$ cat config.mk
export PLATFORM = sky130hd
export DESIGN_NAME = zhiwen_seq
export DESIGN_NICKNAME = d
export VERILOG_FILES = /design/src/rtl/zhiwen_seq.sv
export SDC_FILE = /design/constraint.sdc
export NUM_CORES = 1
export LEC_CHECK = 0
export CORE_ASPECT_RATIO = 0.6
export CORE_MARGIN = 8
export CORE_UTILIZATION = 55
export DETAILED_ROUTE_END_ITERATION = 12
export GPL_TIMING_DRIVEN = 0
export PLACE_DENSITY = 0.82
export SLEW_MARGIN = 5
export SYNTH_ARGS = -nofsm -noshare
export SYNTH_HDL_FRONTEND = slang
export SYNTH_SLANG_ARGS = --single-unit
$ cat constraint.sdc
create_clock -name clk -period 2.7 [get_ports clk]
set_clock_uncertainty 0.15 [all_clocks]
set_input_delay 0.405 -clock clk [delete_from_list [all_inputs] [get_ports clk]]
set_output_delay 0.405 -clock clk [all_outputs]
set_load 0.02 [all_outputs]
$ cat src/rtl/zhiwen_seq.sv
// Fingerprint-reader command sequencer: touch qualification,
// command kick-off, reply wait with timeout, and failure lockout.
module zhiwen_seq #(
    parameter int unsigned SETTLE_CYC  = 50_000_000,
    parameter int unsigned TIMEOUT_CYC = 150_000_000,
    parameter int unsigned MAX_FAIL    = 3,
    parameter int unsigned LOCK_CYC    = 500_000_000
) (
    input  logic       clk,
    input  logic       rst_n,
    input  logic       chumo,
    input  logic       zhongzhi,
    input  logic       over_all,
    input  logic       tx_done,
    input  logic       rx_valid,
    input  logic       rx_match,
    output logic       tx_en,
    output logic       unlock,
    output logic       locked,
    output logic       busy,
    output logic [2:0] fail_cnt
);

    typedef enum logic [2:0] {
        S_IDLE,
        S_SETTLE,
        S_SEND,
        S_WAIT,
        S_RELEASE,
        S_LOCK
    } state_t;

    state_t      state;
    state_t      nxt;
    logic [31:0] timer;
    logic        chumo_m;
    logic        chumo_s;
    logic [2:0]  fail_inc;
    logic [2:0]  fail_nxt;
    logic        fail_ev;
    logic        unlock_nxt;
    logic        settle_end;
    logic        resp_end;
    logic        lock_end;

    assign fail_inc   = fail_cnt + 3'd1;
    assign settle_end = (timer == SETTLE_CYC - 1);
    assign resp_end   = (timer == TIMEOUT_CYC - 1);
    assign lock_end   = (timer == LOCK_CYC - 1);

    // Next-state decision; abort outranks every same-cycle event
    always_comb begin
        nxt        = state;
        fail_nxt   = fail_cnt;
        fail_ev    = 1'b0;
        unlock_nxt = 1'b0;
        unique case (state)
            S_IDLE: begin
                if (over_all)
                    nxt = S_IDLE;
                else if (zhongzhi)
                    nxt = S_SEND;
                else if (chumo_s)
                    nxt = S_SETTLE;
            end
            S_SETTLE: begin
                if (over_all || !chumo_s)
                    nxt = S_IDLE;
                else if (settle_end)
                    nxt = S_SEND;
            end
            S_SEND: begin
                if (over_all)
                    nxt = S_IDLE;
                else if (tx_done)
                    nxt = S_WAIT;
                else if (resp_end)
                    fail_ev = 1'b1;
            end
            S_WAIT: begin
                if (over_all) begin
                    nxt = S_IDLE;
                end else if (rx_valid && rx_match) begin
                    unlock_nxt = 1'b1;
                    fail_nxt   = 3'd0;
                    nxt        = S_RELEASE;
                end else if (rx_valid || resp_end) begin
                    fail_ev = 1'b1;
                end
            end
            S_RELEASE: begin
                if (over_all || !chumo_s)
                    nxt = S_IDLE;
            end
            S_LOCK: begin
                if (lock_end) begin
                    fail_nxt = 3'd0;
                    nxt      = S_RELEASE;
                end
            end
            default: nxt = S_IDLE;
        endcase
        if (fail_ev) begin
            fail_nxt = fail_inc;
            if (fail_inc == 3'(MAX_FAIL))
                nxt = S_LOCK;
            else
                nxt = S_RELEASE;
        end
    end

    // State, timer, touch synchroniser and registered outputs
    always_ff @(posedge clk) begin
        if (!rst_n) begin
            state    <= S_IDLE;
            timer    <= 32'd0;
            chumo_m  <= 1'b0;
            chumo_s  <= 1'b0;
            fail_cnt <= 3'd0;
            tx_en    <= 1'b0;
            unlock   <= 1'b0;
            locked   <= 1'b0;
            busy     <= 1'b0;
        end else begin
            chumo_m  <= chumo;
            chumo_s  <= chumo_m;
            state    <= nxt;
            fail_cnt <= fail_nxt;
            timer    <= (nxt != state) ? 32'd0 : timer + 32'd1;
            tx_en    <= (nxt == S_SEND) && (state != S_SEND);
            unlock   <= unlock_nxt;
            locked   <= (nxt == S_LOCK);
            busy     <= (nxt != S_IDLE);
        end
    end

endmodule

==> results.py, run 1 <==
metrics = {
    "global_route": {
        "grt_max_degree": 15,
        "grt_pass1_wl_microns": 10720,
        "grt_usage_pct": 17.95,
        "grt_pass1_vias": 2087,
        "globalRoute.totalOverflow": 0,
        "antenna_found_initial": 0,
    },
    "die": {
        "die_width_microns": 106.3,
        "dieArea_sq_um": 7461,
        "start_util_pct": 58.06,
        "fp.coreArea_sq_um": 4636,
        "rows": 19,
        "chipHeight_microns": 70.19,
        "ios": 15,
    },
    "drt": {
        "drtIter0Drc": 223,
        "avgRoutedWirePerCell_microns": 17.02,
        "final_antenna_net_count": 0,
        "viasPerCell": 5.867,
        "vias": 2294,
        "drc": 0,
        "dr_wl_met2_microns": 2735,
        "wirelength_met1_microns": 3347,
        "firstDrtPassIters": 5,
        "wl_met3_microns": 492,
        "routed.top_layer": "met4",
        "totalWireLength_microns": 6655,
    },
    "synthesis": {
        "ys.flop_type": "dfxtp_1",
        "ys_types": 53,
        "synth_area_per_cell_sq_um": 8.941,
        "synth_area_leaders": "dfxtp_1, a21oi_2, xnor2_1",
        "ys_seq_area_share_pct": 32.73,
        "ys_warn_count": 0,
        "ys_ff_latch": 44,
        "synth_area_sq_um": 2691,
        "synth_top_area_cell": "dfxtp_1",
        "synth_top_area_share_pct": 32.73,
        "synth_edf_count": 0,
        "netlist_instances": 301,
        "syn-num-nets": 312,
        "async_reset_ff_share_pct": 0,
    },
    "timing": {
        "max_freq_mhz": 384.3,
        "slew_viol_final": 0,
        "slew_headroom_pct": 68.38,
        "worst_pin_slew_ps": 471.7,
        "setup_ws_ps": 97.71,
        "period_share_pct": 96.38,
        "final.min_clock_period_ps": 2602,
        "setup_viol": 0,
        "hold_viol": 0,
        "tns_ps": 0,
    },
    "worst_setup_path": {
        "critPathLaunchType": "register",
        "cp.arrival_ps": 2690,
        "end_kind": "register",
        "crit_slowest_cell": "dfxtp_1",
        "critPathBufInv": 2,
        "critical_path.top_delay_family": "simple AND/OR/NAND/NOR gates",
        "cp_cell_sequence": "ha_2 -> nand3_4 -> nor4_2 -> nand4_1 -> buf_4 -> nand2_1 -> nand4b_1 -> a21o_1 -> buf_6 -> a21boi_2",
        "cp_slowest_stage_delay_ps": 380,
        "required_ps": 2790,
        "crit_type": "reg2reg",
        "path_max_fanout": 10,
    },
    "layout": {
        "areaGrowthSynthToFinish_pct": 15.81,
        "layout-drive-gt1-share_pct": 24.09,
        "final_cell_mix": "dfxtp_1, nand2_1, a21oi_2, xnor2_1, clkdlybuf4s50_1",
        "n_antenna_cell": 0,
        "nets": 338,
        "mostFrequentLayoutCell": "dfxtp_1",
        "fillers": 377,
        "utilization_pct": 67.23,
    },
    "clock_network": {
        "cts_tree": "yes",
        "cts_sinks": 44,
        "holdBufCountCts": 0,
        "clock_latency_ps": 310,
        "cts_root_buf": "clkbuf_8",
        "clkTransAtPathRegs_ps": 80,
        "h-tree-depth": 2,
        "numCtsBuffers": 5,
        "clk_path_buf_depth": 2,
    },
    "power": {
        "ir_drop_mv": 0.2659,
        "power_density_nw_per_um2": 395.9,
        "leakage_nw": 1.009,
        "p_total_mw": 1.234,
    },
    "place": {
        "port_buffers": 14,
        "gp_congestion": 0.9307,
        "place_ws_ps": -259.5,
        "dp_hpwl_microns": 4859,
    },
    "run": {
        "cap_violations": 0,
    },
    "hold_path": {
        "hp-class": "reg2reg",
    },
    "run_status": {
        "outcome": "finished, final reports clean",
    },
}
==> per-layer routing <==
metal  up-vias  GRT usage [%]
met4         0          5.581
met2        75          24.65
met3         9          4.212
met5         -              0
li1       1124              -
met1      1086          26.37
==> final timing paths <==
check                           slack [ps]        end  cells after the start      from
worst max-delay path                   100  timer[10]                     10  timer[0]
worst min-delay path                   290    chumo_s                      1   chumo_m
worst min register to register         290    chumo_s                      1   chumo_m
worst max register to register         100  timer[10]                     10  timer[0]
==> repair_timing <==
action | CTS | global route
pin swaps | 1 | 4
setup endpoints to repair | 19 | 32
setup buffers | 1 | 4
gates resized for setup | 4 | 10
==> kinds of logic (layout without fill, tap and decap cells) <==
kind of cell | after synthesis | after routing | share of synthesized area (%)
muxes | 1 | 1 | 0.3719
buffers and inverters | 18 | 45 | 4.183
xor gates and xnor gates | 29 | 29 | 9.437
and+or+nand+nor | 145 | 145 | 32.36
DFF | 44 | 44 | 32.73
adders and majority gates | 3 | 3 | 1.395
AOI/OAI and AO/OA | 61 | 61 | 19.53
==> cell usage after synthesis (4+ instances only) <==
cell type  instances
dfxtp_1           44
nand2_1           37
a21oi_2           26
xnor2_1           16
xor2_1            13
nand3_1           12
nor2_1            12
a21oi_1           10
nand2b_1          10
and2_1             9
nand4_1            9
nor3_1             7
nor4_1             7
and3_1             6
and4_1             6
a21boi_2           5
nor2b_1            5
buf_6              4
clkbuf_1           4
inv_1              4
o21ai_0            4
==> state kept, by name (all words and copies together) (netlist names) <==
signal / flops
state: 3
tx_en: 1
chumo_m: 1
timer: 32
fail_cnt: 3
locked: 1
chumo_s: 1
busy: 1
unlock: 1
==> power by group <==
| group | switching, mW | internal (mW) |
|---|---|---|
| sequential | 0.00747 | 0.657 |
| combinational | 0.0708 | 0.0463 |
| clock | 0.245 | 0.207 |
| total | 0.323 | 0.911 |
==> area by class of cell <==
class	count	area [sq um]	share of cell area [%]
timing repair buffer	19	177.7	5.701
sequential	44	882.1	28.30
clock inverter	2	15.01	0.4817
inverter	4	15.01	0.4817
clock buffer	6	82.58	2.650
buffer	14	100.1	3.212
multi-input combinational	239	1765	56.64
tap	63	78.83	2.529
==> metrics by stage <==
stage	area [sq um]	instances	hold slack, ps
floorplan	2691	301	261.9
global placement	2910	378	265.6
detailed placement	2910	378	282.8
CTS	3044	387	296.3
global route	3117	391	315.7
finish	3117	391	294.3
(Power assumes the default switching activity.)
==> run 2, diff against run 1 <==
--- a/config.mk
+++ b/config.mk
@@ -6,11 +6,11 @@
 export NUM_CORES = 1
 export LEC_CHECK = 0
 export CORE_ASPECT_RATIO = 0.6
-export CORE_MARGIN = 8
 export CORE_UTILIZATION = 55
 export DETAILED_ROUTE_END_ITERATION = 12
 export GPL_TIMING_DRIVEN = 0
 export PLACE_DENSITY = 0.82
+export SETUP_SLACK_MARGIN = 0.3
 export SLEW_MARGIN = 5
 export SYNTH_ARGS = -nofsm -noshare
 export SYNTH_HDL_FRONTEND = slang
==> run 2 against run 1 <==
Against the previous run: combinational power is 15% higher; total power is 2.5% higher; register-to-register slack worse by 30 ps; via count is 11% higher; largest power group unchanged; global-route usage is 11 points higher; worst setup slack worse by 27 ps; critical path depth is 1 lower; first-iteration DRC count is 61% higher; fmax is 1.0% lower; sequential power hardly changed; cell area is 7.4% higher; flip-flop and latch count stayed put.
==> results.py, run 2 (synthesized netlist as in run 1, its figures left out) <==
metrics = {
    "clock_network": {
        "clkTransAtPathRegs_ps": 90,
        "clock_latency_ps": 310,
        "h-tree-depth": 2,
        "clk_path_buf_depth": 2,
        "cts_sinks": 44,
        "cts_root_buf": "clkbuf_8",
        "holdBufCountCts": 0,
        "numCtsBuffers": 5,
        "cts_tree": "yes",
    },
    "drt": {
        "firstDrtPassIters": 5,
        "avgRoutedWirePerCell_microns": 19.39,
        "drtIter0Drc": 360,
        "viasPerCell": 6.322,
        "drc": 0,
        "vias": 2535,
        "totalWireLength_microns": 7774,
        "final_antenna_net_count": 0,
    },
    "worst_setup_path": {
        "cp_slowest_stage_delay_ps": 400,
        "critPathLaunchType": "register",
        "cp_cell_sequence": "nand2b_2 -> a311oi_4 -> o211ai_1 -> nor2_4 -> nand4b_1 -> buf_4 -> nand3_4 -> buf_12 -> a21boi_2",
        "crit_type": "reg2reg",
        "r2r_slack_ps": 70,
        "crit_slowest_cell": "dfxtp_1",
        "end_kind": "register",
        "path_max_fanout": 10,
        "required_ps": 2790,
        "cp.arrival_ps": 2720,
    },
    "timing": {
        "slew_viol_final": 0,
        "slew_headroom_pct": 69.43,
        "hold_viol": 0,
        "rsz0062_at_grt": "yes",
        "period_share_pct": 97.36,
        "final.min_clock_period_ps": 2629,
        "max_freq_mhz": 380.4,
        "worst_pin_slew_ps": 458.6,
        "setup_viol": 0,
    },
    "layout": {
        "reg.largest.list": "timer: 32 flops, fail_cnt: 3 flops, state: 3 flops",
        "largest_reg_flops": 32,
        "nets": 349,
        "areaGrowthSynthToFinish_pct": 24.36,
        "mostFrequentLayoutCell": "nand2_1",
        "fillers": 353,
        "utilization_pct": 72.20,
        "final_cell_mix": "nand2_1, dfxtp_1, a21oi_2, xnor2_1, buf_4",
        "regMostFlops": "timer",
        "layout-drive-gt1-share_pct": 32.54,
        "n_antenna_cell": 0,
    },
    "global_route": {
        "grt_pass1_vias": 2271,
        "antenna_found_initial": 0,
        "use_met3_pct": 6.011,
        "globalRoute.totalOverflow": 0,
        "grt_usage_pct": 29.27,
        "use_met2_pct": 41.69,
        "met1_usage_pct": 43.29,
        "grt_max_degree": 13,
        "grt_pass1_wl_microns": 11630,
        "grt-busiest-layer": "met1",
    },
    "power": {
        "leakage_nw": 1.150,
        "ir_drop_mv": 0.2767,
        "p_total_mw": 1.264,
        "power_density_nw_per_um2": 377.7,
    },
    "run_status": {
        "outcome": "finished, final reports clean",
    },
    "place": {
        "dp_hpwl_microns": 4771,
        "gp_congestion": 0.9490,
        "port_buffers": 14,
    },
    "run": {
        "cap_violations": 0,
    },
    "die": {
        "start_util_pct": 58.06,
        "chipHeight_microns": 56.19,
        "fp.coreArea_sq_um": 4636,
        "rows": 19,
        "ios": 15,
        "dieArea_sq_um": 5186,
        "die_width_microns": 92.31,
    },
    "hold_path": {
        "hp-class": "reg2reg",
    },
}
==> run 2: cell count changes in the layout (fill, tap and decap cells not counted), moves of 2 or more <==
cell / before / now
nor3_4: 0 / 2
dfxtp_4: 0 / 3
nand3_1: 10 / 8
nor3_2: 5 / 3
dfxtp_1: 43 / 30
buf_4: 8 / 16
nand3_2: 1 / 3
buf_12: 0 / 2
dfxtp_2: 1 / 11
clkinvlp_4: 2 / 0
clkbuf_1: 4 / 2
clkbuf_2: 0 / 2
buf_8: 0 / 2
==> run 2: power breakdown <==
part           switching, mW  total [mW]  internal [mW]
registers             0.0101       0.665          0.655
clock network          0.236       0.464          0.228
logic                 0.0782       0.135         0.0568
==> run 2: layout make-up <==
type	instances	area, sq um	share of cell area, %
clock buffers	7	96.34	2.879
inverters	4	15.01	0.4486
plain buffers	14	138.9	4.150
well taps	63	78.83	2.355
flip-flops and latches	44	905.9	27.07
repair buffers	30	264.0	7.888
multi-input cells	239	1848	55.21
==> run 2: path summary, 6_finish.rpt <==
kind                 start       end  cells after the start
setup / recovery  state[2]  timer[8]                      9
hold / removal     chumo_m   chumo_s                      1
setup reg to reg  state[2]  timer[8]                      9
hold reg to reg    chumo_m   chumo_s                      1
==> run 2: per-stage QoR <==
stage / setup TNS [ps] / setup WS [ps] / instance area (sq um) / hold WS [ps] / cells
2_1_floorplan: 0 / 401.8 / 2691 / 261.9 / 301
3_3_place_gp: -7248 / -233.6 / 2910 / 265.7 / 378
3_5_place_dp: -8302 / -271.5 / 2910 / 279.6 / 378
4_1_cts: 0 / 297.1 / 3231 / 299.4 / 394
5_1_grt: 0 / 51.93 / 3347 / 336.0 / 401
6_report: 0 / 71.17 / 3347 / 297.2 / 401
==> run 2: timing repair <==
action,4_1_cts,5_1_grt
cloned,1,0
resized for setup,37,22
hold endpoints to repair,0,0
pin swaps,11,6
setup endpoints to repair,35,35
buffers inserted,8,7
==> run 2: metal layers <==
layer	wire [microns]	vias up
met5	0	-
met4	317	0
met3	789	40
met2	3319	162
met1	3348	1184
li1	-	1149
==> run 2: worst max-delay path: cells and delay by family (launching register included) <==
kind                   cells  cell delay [ps]
and+or+nand+nor            4              880
AOI/OAI and AO/OA          3              750
DFF                        1              400
buffers and inverters      2              370
